==> config.mk <==
export PLATFORM = sky130hd
export DESIGN_NAME = b02_line_serializer
export DESIGN_NICKNAME = d
export VERILOG_FILES = /design/src/rtl/b02_ser_pkg.sv /design/src/rtl/b02_ser_shreg.sv /design/src/rtl/b02_line_serializer.sv
export SDC_FILE = /design/constraint.sdc
export NUM_CORES = 1
export LEC_CHECK = 0
export ABC_AREA = 1
export BUFFER_PORTS_ARGS = -buffer_cell sky130_fd_sc_hd__buf_2
export CORE_UTILIZATION = 35
export CTS_CLUSTER_DIAMETER = 120
export DETAILED_ROUTE_END_ITERATION = 8
export PLACE_DENSITY = 0.66
export RECOVER_POWER = 100
export REMOVE_ABC_BUFFERS = 1
export SLEW_MARGIN = 20
export SYNTH_ARGS = -nofsm -noshare
export SYNTH_HDL_FRONTEND = slang
export SYNTH_SLANG_ARGS = --single-unit
==> constraint.sdc <==
create_clock -name clock -period 1.2 [get_ports clock]
set_input_delay 0.18 -clock clock [delete_from_list [all_inputs] [get_ports clock]]
set_output_delay 0.18 -clock clock [all_outputs]
set_load 0.01 [all_outputs]
==> src/rtl/b02_ser_pkg.sv <==
// Shared types and sizing helpers for the b02 line serializer.
// B02_SER_PARITY_EN appends one even-parity bit to every frame.
package b02_ser_pkg;

  typedef enum logic [1:0] {
    ST_IDLE  = 2'd0,
    ST_SHIFT = 2'd1,
    ST_GAP   = 2'd2
  } state_e;

`ifdef B02_SER_PARITY_EN
  localparam int PARITY_BITS = 1;
`else
  localparam int PARITY_BITS = 0;
`endif

  // Counter width for values 0..n-1, never narrower than one bit.
  function automatic int cnt_width(input int n);
    return (n <= 1) ? 1 : $clog2(n);
  endfunction

  // Bits on the line per frame: data bits plus the optional parity bit.
  function automatic int frame_len(input int width);
    return width + PARITY_BITS;
  endfunction

endpackage

==> src/rtl/b02_ser_shreg.sv <==
// Parallel-load shift register with selectable direction.
// serial_o is the head bit the register will hold after the coming edge,
// so the owner can register it onto the line in the same cycle.
module b02_ser_shreg #(
  parameter int WIDTH     = 4,
  parameter bit LSB_FIRST = 1'b0
) (
  input  logic             clk_i,
  input  logic             rst_ni,
  input  logic             load_i,
  input  logic             shift_i,
  input  logic [WIDTH-1:0] data_i,
  output logic             serial_o
);

  logic [WIDTH-1:0] data_q, data_d;

  // Next contents: load wins over shift; zeros fill in behind the shift.
  always_comb begin
    // NOTE: default assigned first so no path leaves data_d unassigned (no latch).
    data_d = data_q;
    if (load_i) begin
      data_d = data_i;
    end else if (shift_i) begin
      data_d = LSB_FIRST ? (data_q >> 1) : (data_q << 1);
    end
  end

  assign serial_o = LSB_FIRST ? data_d[0] : data_d[WIDTH-1];

  // Storage, cleared by the synchronous reset.
  always_ff @(posedge clk_i) begin
    if (!rst_ni) begin
      // NOTE: the data register is reset too, so no stale word survives a dropped frame.
      data_q <= '0;
    end else begin
      // NOTE: non-blocking so every flop samples pre-edge values.
      data_q <= data_d;
    end
  end

endmodule

==> src/rtl/b02_line_serializer.sv <==
// Parallel-to-serial feeder for the b02 recognizer: accepts words over
// valid/ready, shifts them out on linea with a valid qualifier and a
// frame-start strobe, then idles GAP_CYCLES cycles between frames.
// Define B02_SER_PARITY_EN to append an even-parity bit to each frame.
module b02_line_serializer
  import b02_ser_pkg::*;
#(
  parameter int WIDTH      = 4,
  parameter int GAP_CYCLES = 1,
  parameter bit LSB_FIRST  = 1'b0
) (
  input  logic             clock,
  input  logic             reset_n,
  input  logic [WIDTH-1:0] in_data,
  input  logic             in_valid,
  output logic             in_ready,
  output logic             linea,
  output logic             linea_valid,
  output logic             frame_start,
  output logic             busy
);

  localparam int FRAME_LEN = frame_len(WIDTH);
  localparam int CW        = cnt_width(WIDTH + 2);
  localparam int GW        = cnt_width(GAP_CYCLES + 1);
  localparam logic [CW-1:0] LAST_BIT = CW'(FRAME_LEN - 1);
  localparam logic [GW-1:0] GAP_LAST = GW'((GAP_CYCLES > 0) ? GAP_CYCLES - 1 : 0);

  state_e           state_q, state_d;
  logic [CW-1:0]    bit_cnt_q, bit_cnt_d;
  logic [GW-1:0]    gap_cnt_q, gap_cnt_d;
  logic             linea_q, linea_d;
  logic             valid_q, valid_d;
  logic             start_q, start_d;
  logic             busy_q, busy_d;
  logic             accept, sr_load, sr_shift, sr_serial, last_bit;

  // Ready in IDLE, and on the final frame bit when frames may abut.
  assign last_bit = (state_q == ST_SHIFT) && (bit_cnt_q == LAST_BIT);
  assign in_ready = (state_q == ST_IDLE) || ((GAP_CYCLES == 0) && last_bit);
  assign accept   = in_valid && in_ready;

  assign sr_load  = accept;
`ifdef B02_SER_PARITY_EN
  localparam logic [CW-1:0] LAST_DATA = CW'(WIDTH - 1);
  logic parity_q, parity_d;
  // Data bits remain only while the counter is below the last data index.
  assign sr_shift = (state_q == ST_SHIFT) && !accept && (bit_cnt_q < LAST_DATA);
`else
  assign sr_shift = (state_q == ST_SHIFT) && !accept && !last_bit;
`endif

  b02_ser_shreg #(
    .WIDTH    (WIDTH),
    .LSB_FIRST(LSB_FIRST)
  ) u_shreg (
    .clk_i   (clock),
    .rst_ni  (reset_n),
    .load_i  (sr_load),
    .shift_i (sr_shift),
    .data_i  (in_data),
    .serial_o(sr_serial)
  );

  // Next state, counters and the registered line outputs.
  always_comb begin
    state_d   = state_q;
    bit_cnt_d = bit_cnt_q;
    gap_cnt_d = gap_cnt_q;
    linea_d   = 1'b0;
    valid_d   = 1'b0;
    start_d   = 1'b0;
`ifdef B02_SER_PARITY_EN
    parity_d  = parity_q;
`endif
    if (accept) begin
      state_d   = ST_SHIFT;
      bit_cnt_d = '0;
      linea_d   = sr_serial;
      valid_d   = 1'b1;
      start_d   = 1'b1;
`ifdef B02_SER_PARITY_EN
      parity_d  = ^in_data;
`endif
    end else begin
      case (state_q)
        ST_IDLE: ;
        ST_SHIFT: begin
          if (last_bit) begin
            bit_cnt_d = '0;
            gap_cnt_d = '0;
            state_d   = (GAP_CYCLES > 0) ? ST_GAP : ST_IDLE;
          end else begin
            bit_cnt_d = bit_cnt_q + 1'b1;
            valid_d   = 1'b1;
`ifdef B02_SER_PARITY_EN
            linea_d   = sr_shift ? sr_serial : parity_q;
`else
            linea_d   = sr_serial;
`endif
          end
        end
        ST_GAP: begin
          if (gap_cnt_q == GAP_LAST) begin
            gap_cnt_d = '0;
            state_d   = ST_IDLE;
          end else begin
            gap_cnt_d = gap_cnt_q + 1'b1;
          end
        end
        default: state_d = ST_IDLE;
      endcase
    end
    busy_d = (state_d != ST_IDLE);
  end

  // State and output registers with synchronous active-low reset.
  always_ff @(posedge clock) begin
    if (!reset_n) begin
      state_q   <= ST_IDLE;
      bit_cnt_q <= '0;
      gap_cnt_q <= '0;
      linea_q   <= 1'b0;
      valid_q   <= 1'b0;
      start_q   <= 1'b0;
      busy_q    <= 1'b0;
`ifdef B02_SER_PARITY_EN
      parity_q  <= 1'b0;
`endif
    end else begin
      state_q   <= state_d;
      bit_cnt_q <= bit_cnt_d;
      gap_cnt_q <= gap_cnt_d;
      linea_q   <= linea_d;
      valid_q   <= valid_d;
      start_q   <= start_d;
      busy_q    <= busy_d;
`ifdef B02_SER_PARITY_EN
      parity_q  <= parity_d;
`endif
    end
  end

  assign linea       = linea_q;
  assign linea_valid = valid_q;
  assign frame_start = start_q;
  assign busy        = busy_q;

endmodule

== Yosys cells after proc, flatten, opt, wreduce, memory -nomap -nowiden ==
Index checks and enable logic that the tools add are counted.

* $add $sub $neg: 2
* Bitwise logic cells: 2
* Equality and inequality tests: 4
* Reduce and logical (&&, ||, !) cells: 12
* Multiplexer cells: 17

{| class="wikitable"
|+ Operator list
! cell !! count
|-
| $mux 1 || 9
|-
| $mux 4 || 2
|-
| $mux 2 || 3
|-
| $pmux 2 s3 || 1
|-
| $reduce_bool 2->1 || 3
|-
| $logic_and 1x1->1 || 4
|-
| $add 3x1->3 const B || 1
|-
| $eq 3x2->1 const B || 1
|-
| $mux 3 || 1
|-
| $reduce_and 3->1 || 1
|-
| $eq 2x1->1 const B || 1
|-
| $eq 2x2->1 const B || 1
|-
| $logic_not 1->1 || 2
|-
| $logic_not 2->1 || 1
|-
| $ne 2x2->1 const B || 1
|-
| $not 1->1 || 2
|-
| $pmux 1 s2 || 1
|-
| $reduce_or 2->1 || 1
|-
| $add 1x1->1 const B || 1
|}

* Word-level logic and storage cells: 46
* Flip-flop bits (word level): 14
* Input bits: 7
* Output and inout bits: 5

== Longest topological paths before layout ==
Gate-level depths: netlist (run 1).

* Word-level depth: 10
* Mapped depth: 7
* Depth with buffers taken out: 7

== Cells and area by module ==
Synthesis (run 1) repeated with hierarchy kept, for this count alone.

* Cells, all modules: 73
* Area total of the unflattened synthesis: 538.0 um^2

{| class="wikitable"
|+ Modules (own cells, without submodules)
! module !! times used !! cells an instance !! area an instance (um^2) !! seq. area each (um^2)
|-
| b02_line_serializer || 1 || 42 || 347.8 || 180.2
|-
| b02_ser_shreg || 1 || 31 || 190.2 || 80.1
|}

== Least setup slack after synthesis (run 1) ==
No wires, ideal clock.

* Path kind: register to register
* From: register bit_cnt_q[0]
* To: register bit_cnt_q[0]
* Setup slack: 0.096 ns
* Path buffers: 0
* Arrival: 1.034 ns
* Data required time: 1.130 ns
* Cell stages (with the launch flop): 6
* Setup time: 0.070 ns
* Clock period less this slack: 1.104 ns
* Path through: dfxtp_1 -> ha_1 -> nand2_1 -> nand2_4 -> or2_0 -> a21oi_1

* Cells in the longest elaborated chain, start to end: 3
* Elaborated cells between the ends (all ways): 4
* Those cells by class: add/sub: 1; eq/ne: 1; mux: 1; reduce/logical: 1

{| class="wikitable"
|+ Ends and longest elaborated chain
! item !! RTL line !! text
|-
| from (decl) || b02_line_serializer.sv:30 || <nowiki>logic [CW-1:0] bit_cnt_q, bit_cnt_d;</nowiki>
|-
| from (signal assigned) || b02_line_serializer.sv:132 || <nowiki>bit_cnt_q <= bit_cnt_d;</nowiki>
|-
| branches (longest 2 deep; another with $add 3x1->3) || -- ||
|-
| $mux 3 (*) || b02_line_serializer.sv:89 || <nowiki>if (last_bit) begin</nowiki>
|}

Mark *: on every way between the ends.
A chain may end at the register's enable or synchronous reset.

== Worst setup path after layout (run 1) ==
* From: register state_q[1]
* To: output in_ready

* Cells in the longest elaborated chain, start to end: 1

{| class="wikitable"
|+ Ends and longest elaborated chain
! item !! RTL line !! text
|-
| from (decl) || b02_line_serializer.sv:29 || <nowiki>state_e state_q, state_d;</nowiki>
|-
| from (signal assigned) || b02_line_serializer.sv:131 || <nowiki>state_q <= state_d;</nowiki>
|-
| $logic_not 2->1 || b02_line_serializer.sv:40 || <nowiki>assign in_ready = (state_q == ST_IDLE) || ((GAP_CYCLES == 0) && last_bit);</nowiki>
|-
| to (decl) || b02_line_serializer.sv:16 || <nowiki>output logic in_ready,</nowiki>
|}

Every way passes these cells.

==> results of run 1 <==
==> logic make-up (layout without fill, tap and decap cells) <==
| logic type | after synthesis | in the layout | synth area share [%] |
|---|---|---|---|
| adder cells (fa/ha/maj) | 1 | 1 | 2.52 |
| AND/OR/NAND/NOR | 32 | 32 | 32.1 |
| buffers and inverters | 7 | 23 | 5.30 |
| AO/OA/AOI/OAI | 7 | 7 | 7.58 |
| flip-flops | 13 | 13 | 52.5 |
==> routing by layer <==
layer / track usage (%) / vias up
met1: 14.0 / 173
met5: 0 / -
met4: 5.17 / 0
met3: 10.2 / 2
met2: 20.9 / 9
li1: - / 221
==> worst max-delay path, delay by kind of cell (launching register included) <==
kind,cells,cell delay (ns)
and+or+nand+nor,1,0.15
buffers and inverters,1,0.15
DFF,1,0.34
==> cell type report <==
| type | instances | area share, % |
|---|---|---|
| flip-flops and latches | 13 | 43.1 |
| multi-input cells | 40 | 35.7 |
| repair buffers | 12 | 9.48 |
| clock buffers | 4 | 4.33 |
| inverters | 7 | 4.33 |
| well taps | 15 | 3.09 |
==> state kept, by name (all words and copies together), names as in the netlist <==
| signal | cells |
|---|---|
| frame_start | 1 |
| linea_valid | 1 |
| state_q | 2 |
| linea | 1 |
| bit_cnt_q | 3 |
| u_shreg.data_q | 4 |
| busy | 1 |
==> worst max-delay path by stage <==
stage,start,endpoint,slack [ns]
6_report,state_q[1]$_SDFF_PN0_,in_ready,0.11
5_1_grt,state_q[1]$_SDFF_PN0_,u_shreg.data_q[0]$_SDFFE_PN0P_,0.02
4_1_cts,bit_cnt_q[0]$_SDFFE_PP0N_,u_shreg.data_q[1]$_SDFFE_PN0P_,0.04
3_5_place_dp,bit_cnt_q[0]$_SDFFE_PP0N_,u_shreg.data_q[1]$_SDFFE_PN0P_,0.02
3_3_place_gp,bit_cnt_q[0]$_SDFFE_PP0N_,bit_cnt_q[0]$_SDFFE_PP0N_,0.06
2_1_floorplan,bit_cnt_q[0]$_SDFFE_PP0N_,bit_cnt_q[0]$_SDFFE_PP0N_,0.1
==> per-stage QoR <==
| stage | hold slack (ns) | power [mW] |
|---|---|---|
| after CTS | 0.0916 | 0.855 |
| final | 0.0969 | 0.844 |
| after global routing | 0.116 | 0.885 |
| after detailed placement | 0.381 | 0.585 |
| after floorplan | 0.290 | 0.548 |
| after global placement | 0.374 | 0.584 |
==> power breakdown <==
part	total, mW	internal (mW)	leakage, nW	switching (mW)
logic	0.104	0.0394	0.151	0.0649
clock network	0.271	0.129	0.0150	0.142
registers	0.469	0.458	0.107	0.0112
==> synthesized netlist by cell type <==
master,number
nor2_4,1
nand3_1,5
nand2_1,14
dfxtp_1,13
or2_0,2
inv_1,6
nand3b_1,1
a21oi_1,4
nor2_2,2
inv_2,1
nand2_4,1
o21ai_0,2
a211oi_1,1
nor3_1,1
nor2_1,4
nand2_2,1
ha_1,1
==> timing repair <==
item                                    in CTS  in global routing
hold endpoints to repair                     0                  0
gates cloned                                 0                  0
pin swaps                                    0                  2
gates resized for setup                      1                  4
endpoints found under the setup margin       1                  5
==> run_results.csv, run 1 <==
group,metric,value,unit
placed_design,gp_congestion,0.769,
drt,drtIter0Drc,2,
timing,maxSlewViolCount,0,
placed_design,numPortBuffers,11,
global_routing,grt_max_degree,10,
critical_path,cp_cell_sequence,"nor2_2 -> clkbuf_2",
die,die_area,0.00157,mm^2
clocking,ctsHoldBuffers,0,
clocking,cts_tree,"yes",
timing,timing.fmax,915,MHz
timing,tightest_slew,0.199,ns
drt,drt-met1-wl,416,um
drt,drt-total-wl,870,um
critical_path,endpoint_kind,"output port",
global_routing,grt_pass1_vias,330,
die,start_util,38.1,%
critical_path,crit_slowest_cell,"dfxtp_1",
run,max-cap-violations,0,
synth,synth_top_area_share,52.5,%
critical_path,reg2reg_from,"bit_cnt_q[0]$_SDFFE_PP0N_",
drt,ant_nets,0,
synth,yosys.area.top_type,"dfxtp_1",
critical_path,critPathLaunchType,"flop",
synth,yosys.cell_types.count,17,
drt,wl_per_cell,9.56,um
placed_design,numPlacedInstances,87,
synth,syn_area,495,um^2
critical_path,r2r-end,"bit_cnt_q[0]$_SDFFE_PP0N_",
critical_path,worstSetupPathType,"reg -> out",
timing,fin_skew,0.00399,ns
die,die_w,39.6,um
critical_path,worst_r2r_path_depth,5,
layout,final_common_cell,"nand2_1",
timing,fin_crit,1.09,ns
timing,hold_viol,0,
layout,n_fill_cell,138,
timing,min_period_over_period,91.1,%
timing,rsz0062_at_grt,"no",
synth,yosys-top-cells-area,"dfxtp_1 53%, nand2_1 11%, nand3_1 5.1%",
critical_path,arrival,0.91,ns
layout,post-route-util,46.6,%
clocking,clk_latency,0.28,ns
layout,syn2layout_area_growth,22.5,%
drt,avgViaCountPerCell,4.45,
clocking,cts_sinks,13,
timing,tns,0,ns
synth,synth_warnings,0,
min_path,hold_start,"in_data[2]",
drt,routed-wl-met3,56,um
drt,top_layer_used,"met4",
drt,drt_first_pass_iters,4,
critical_path,cp.required,1.02,ns
synth,synth_cells,60,
global_routing,antenna_found_initial,0,
min_path,min_path_type,"in -> reg",
critical_path,r2r_slack,0.11,ns
min_path,min_to,"u_shreg.data_q[2]$_SDFFE_PN0P_",
synth,yosysSeqAreaShare,52.5,%
clocking,cts_buffer_depth,2,
clocking,path_clk_slew,0.08,ns
drt,wl_met2,385,um
min_path,hold_path_depth,3,
clocking,cts_made_buffers,3,
layout,regArea,262,um^2
critical_path,cpPeakStageDelay,0.34,ns
status,status,"finished, final reports clean",
global_routing,grt_pass1_wl,1.30,mm
layout,num-nets-final,85,
layout,multi_input_area,216,um^2
pwr,ir_drop,770,uV
timing,setup_ws,0.107,ns
global_routing,grt.overflow.total,0,
layout,drive_gt1_share,25.0,%
layout,most-common-layout-cells,"13 x nand2_1, 12 x dfxtp_1, 6 x inv_1, 6 x buf_2",
synth,ys_ff_latch,13,
pwr,power_density,1390,mW/mm^2
clocking,h-tree-depth,1,
die,fp.dieH,39.6,um
die,row_count,13,
drt,drc,0,
synth,syn_area_per_cell,8.26,um^2
pwr,leakage,0.274,nW
placed_design,hpwl,618,um
global_routing,track_usage,13.7,%
timing,final-setup-viol-count,0,
clocking,cts_root_buf,"clkbuf_4",
drt,vias,405,
die,pin_count,12,
die,fp.coreArea,0.00130,mm^2
layout,diodes,0,
critical_path,crit_fanout,2,
layout,final_area,607,um^2
timing,slew_headroom,86.7,%
clocking,post_cts_buffers,0,
placed_design,place_area,577,um^2
layout,layout.cells.non_filler,91,
placed_design,dp_slack,0.0151,ns
No activity file was read; power rests on OpenSTA's default activity.
==> run 2, diff against run 1 <==
Settings changed: ABC_AREA 1 to default, CORE_AREA from default to 2 2 39 41, CORE_UTILIZATION 35 to default, DIE_AREA from default to 0 0 41 43, GPL_ROUTABILITY_DRIVEN from default to 0, PLACE_DENSITY 0.66 to 0.72.
==> run 2 against run 1 <==
Clock skew shrank 0.0030 ns; worst hold slack gained 0.070 ns; setup slack worse by 0.056 ns; total power is 3.1% higher; non-clock buffer count is 5 higher; combinational power rose by 9%; highest routed layer unchanged.
==> run_results.csv, run 2 <==
group,metric,value,unit
layout,num-nets-final,84,
synth,syn_area,529,um^2
die,fp.coreArea,0.00138,mm^2
layout,n_fill_cell,144,
layout,top_regs,"bit_cnt_q: 3 flops, u_shreg.data_q: 3 flops, state_q: 2 flops",
critical_path,crit_fanout,5,
layout,syn2layout_area_growth,30.5,%
run,max-cap-violations,0,
pwr,internal_power,0.661,mW
global_routing,grt_pass1_vias,416,
clocking,cts_root_buf,"clkbuf_4",
synth,yosys.cell_types.count,23,
synth,async_flop_share,0,%
layout,drive_gt1_share,30.7,%
status,status,"finished, final reports clean",
drt,wl_per_cell,12.0,um
critical_path,worstSetupPathType,"reg -> out",
timing,tns,0,ns
timing,fin_crit,1.15,ns
critical_path,critPathLaunchType,"flop",
drt,ant_nets,0,
pwr,ir_drop,604,uV
synth,yosys-top-cells-area,"dfxtp_1 45%, a311oi_4 5.0%, a21oi_1 4.7%",
critical_path,cp.required,1.02,ns
critical_path,r2r_slack,0.06,ns
drt,drc,0,
timing,final-setup-viol-count,0,
synth,yosys.area.top_type,"dfxtp_1",
clocking,h-tree-depth,1,
clocking,clk_latency,0.27,ns
clocking,cts_sinks,12,
synth,synth_cells,56,
die,die_w,41,um
layout,final_common_cell,"dfxtp_1",
clocking,cts_tree,"yes",
timing,fin_skew,0.00101,ns
timing,min_period_over_period,95.8,%
die,die_area,0.00176,mm^2
min_path,min_path_type,"in -> reg",
timing,slew_headroom,80.3,%
timing,hold_ws,0.166,ns
placed_design,dp_slack,-0.0291,ns
pwr,leakage,0.298,nW
synth,yosysMostFrequentCell,"dfxtp_1",
pwr,switching_share,24.1,%
synth,synth_edf_count,0,
global_routing,track_usage,15.4,%
timing,hold_viol,0,
global_routing,grt_max_degree,13,
drt,drt_first_pass_iters,4,
layout,most-common-layout-cells,"11 x dfxtp_1, 6 x buf_2, 5 x nand2_1, 5 x a21oi_1, 5 x nor2_1",
placed_design,numPortBuffers,11,
drt,avgViaCountPerCell,4.99,
die,row_count,14,
layout,post-route-util,49.9,%
timing,maxSlewViolCount,0,
drt,drt-total-wl,1.09,mm
clocking,path_clk_slew,0.08,ns
synth,synth_top_area_share,45.4,%
timing,tightest_slew,0.296,ns
pwr,pwr-share-comb,13.0,%
global_routing,antenna_found_initial,0,
synth,synth_common_cells,"12 x dfxtp_1, 6 x nor2_1, 5 x a21oi_1, 5 x nand2_1, 4 x nor2b_1",
placed_design,hpwl,762,um
critical_path,endpoint_kind,"output port",
global_routing,grt.overflow.total,0,
timing,rsz0062_at_grt,"no",
synth,yosysSeqAreaShare,45.4,%
timing,timing.fmax,870,MHz
synth,synth-main-ff-cell,"dfxtp_1",
drt,drtIter0Drc,7,
synth,ys_ff_latch,12,
drt,vias,454,
layout,diodes,0,
synth,syn_area_per_cell,9.45,um^2
pwr,p_switching,0.210,mW
die,pin_count,12,
clocking,cts_made_buffers,3,
synth,synth_warnings,0,
global_routing,grt_pass1_wl,1.80,mm
die,fp.dieH,43,um
pwr,pwr-share-seq,49.6,%
pwr,p_clk_share,37.4,%
pwr,power_density,1260,mW/mm^2
critical_path,arrival,0.97,ns
timing,setup_ws,0.0503,ns
die,start_util,38.2,%
clocking,cts_buffer_depth,2,
==> run 2: cell types whose count changed after synthesis, moves of 3 or more <==
| cell | previous run | this run |
|---|---|---|
| nand2b_1 | 0 | 3 |
| nand3_1 | 5 | 2 |
| nor2b_1 | 0 | 4 |
| inv_1 | 6 | 1 |
| nand2_1 | 14 | 5 |
==> run 2: stage by stage <==
step / area (um^2) / power [mW] / instances
2_1_floorplan: 514 / 0.501 / 54
3_3_place_gp: 627 / 0.548 / 86
3_5_place_dp: 627 / 0.550 / 86
4_1_cts: 683 / 0.879 / 91
5_1_grt: 691 / 0.911 / 91
6_report: 691 / 0.870 / 91
==> run 2: logic make-up after synthesis <==
group / after synthesis / share of synthesized area [%]
compound gates: 11 / 18.4
fa+ha+maj: 1 / 2.36
buf+inv: 3 / 3.54
flops: 12 / 45.4
simple gates: 29 / 30.3
==> run 2: routing by layer <==
layer	wire, um	track usage, %
met1	464	17.9
met2	535	23.1
met3	73	7.85
met4	14	6.00
met5	0	0
==> run 2: power by group through the flow <==
| stage | registers, mW | clock network [mW] | logic (mW) |
|---|---|---|---|
| final | 0.432 | 0.326 | 0.113 |
| after global routing | 0.435 | 0.349 | 0.127 |
| after CTS | 0.428 | 0.338 | 0.114 |
| after detailed placement | 0.438 | 0 | 0.112 |
| after global placement | 0.438 | 0 | 0.110 |
| after floorplan | 0.447 | 0 | 0.0549 |
==> run 2: critical path, stage by stage (launching register included) <==
cell and delay (ns):
dfxtp_2 0.34, buf_4 0.15, nor2_4 0.10, buf_6 0.11
==> run 2: final cells by class <==
class | instances | area [um^2] | area share, %
sequential | 12 | 241 | 35.0
clock buffer | 4 | 36.3 | 5.25
multi-input combinational | 41 | 290 | 42.0
tap | 16 | 20.0 | 2.90
inverter | 1 | 3.75 | 0.543
timing repair buffer | 17 | 98.8 | 14.3
==> run 2: path summary, 6_finish.rpt <==
path / start / cells after the start / to
max: state_q[0]$_SDFF_PN0_ / 3 / in_ready
min: in_data[0] / 3 / u_shreg.data_q[0]$_SDFFE_PN0P_
max reg2reg: state_q[0]$_SDFF_PN0_ / 3 / u_shreg.data_q[0]$_SDFFE_PN0P_
min reg2reg: bit_cnt_q[2]$_SDFFE_PP0N_ / 2 / bit_cnt_q[2]$_SDFFE_PP0N_
==> run 2: what timing repair did <==
item / in CTS / in global routing
pin swaps: 1 / 0
gates resized for setup: 5 / 4
setup buffers: 1 / 0
setup endpoints to repair: 3 / 6
hold buffers: 0 / 0
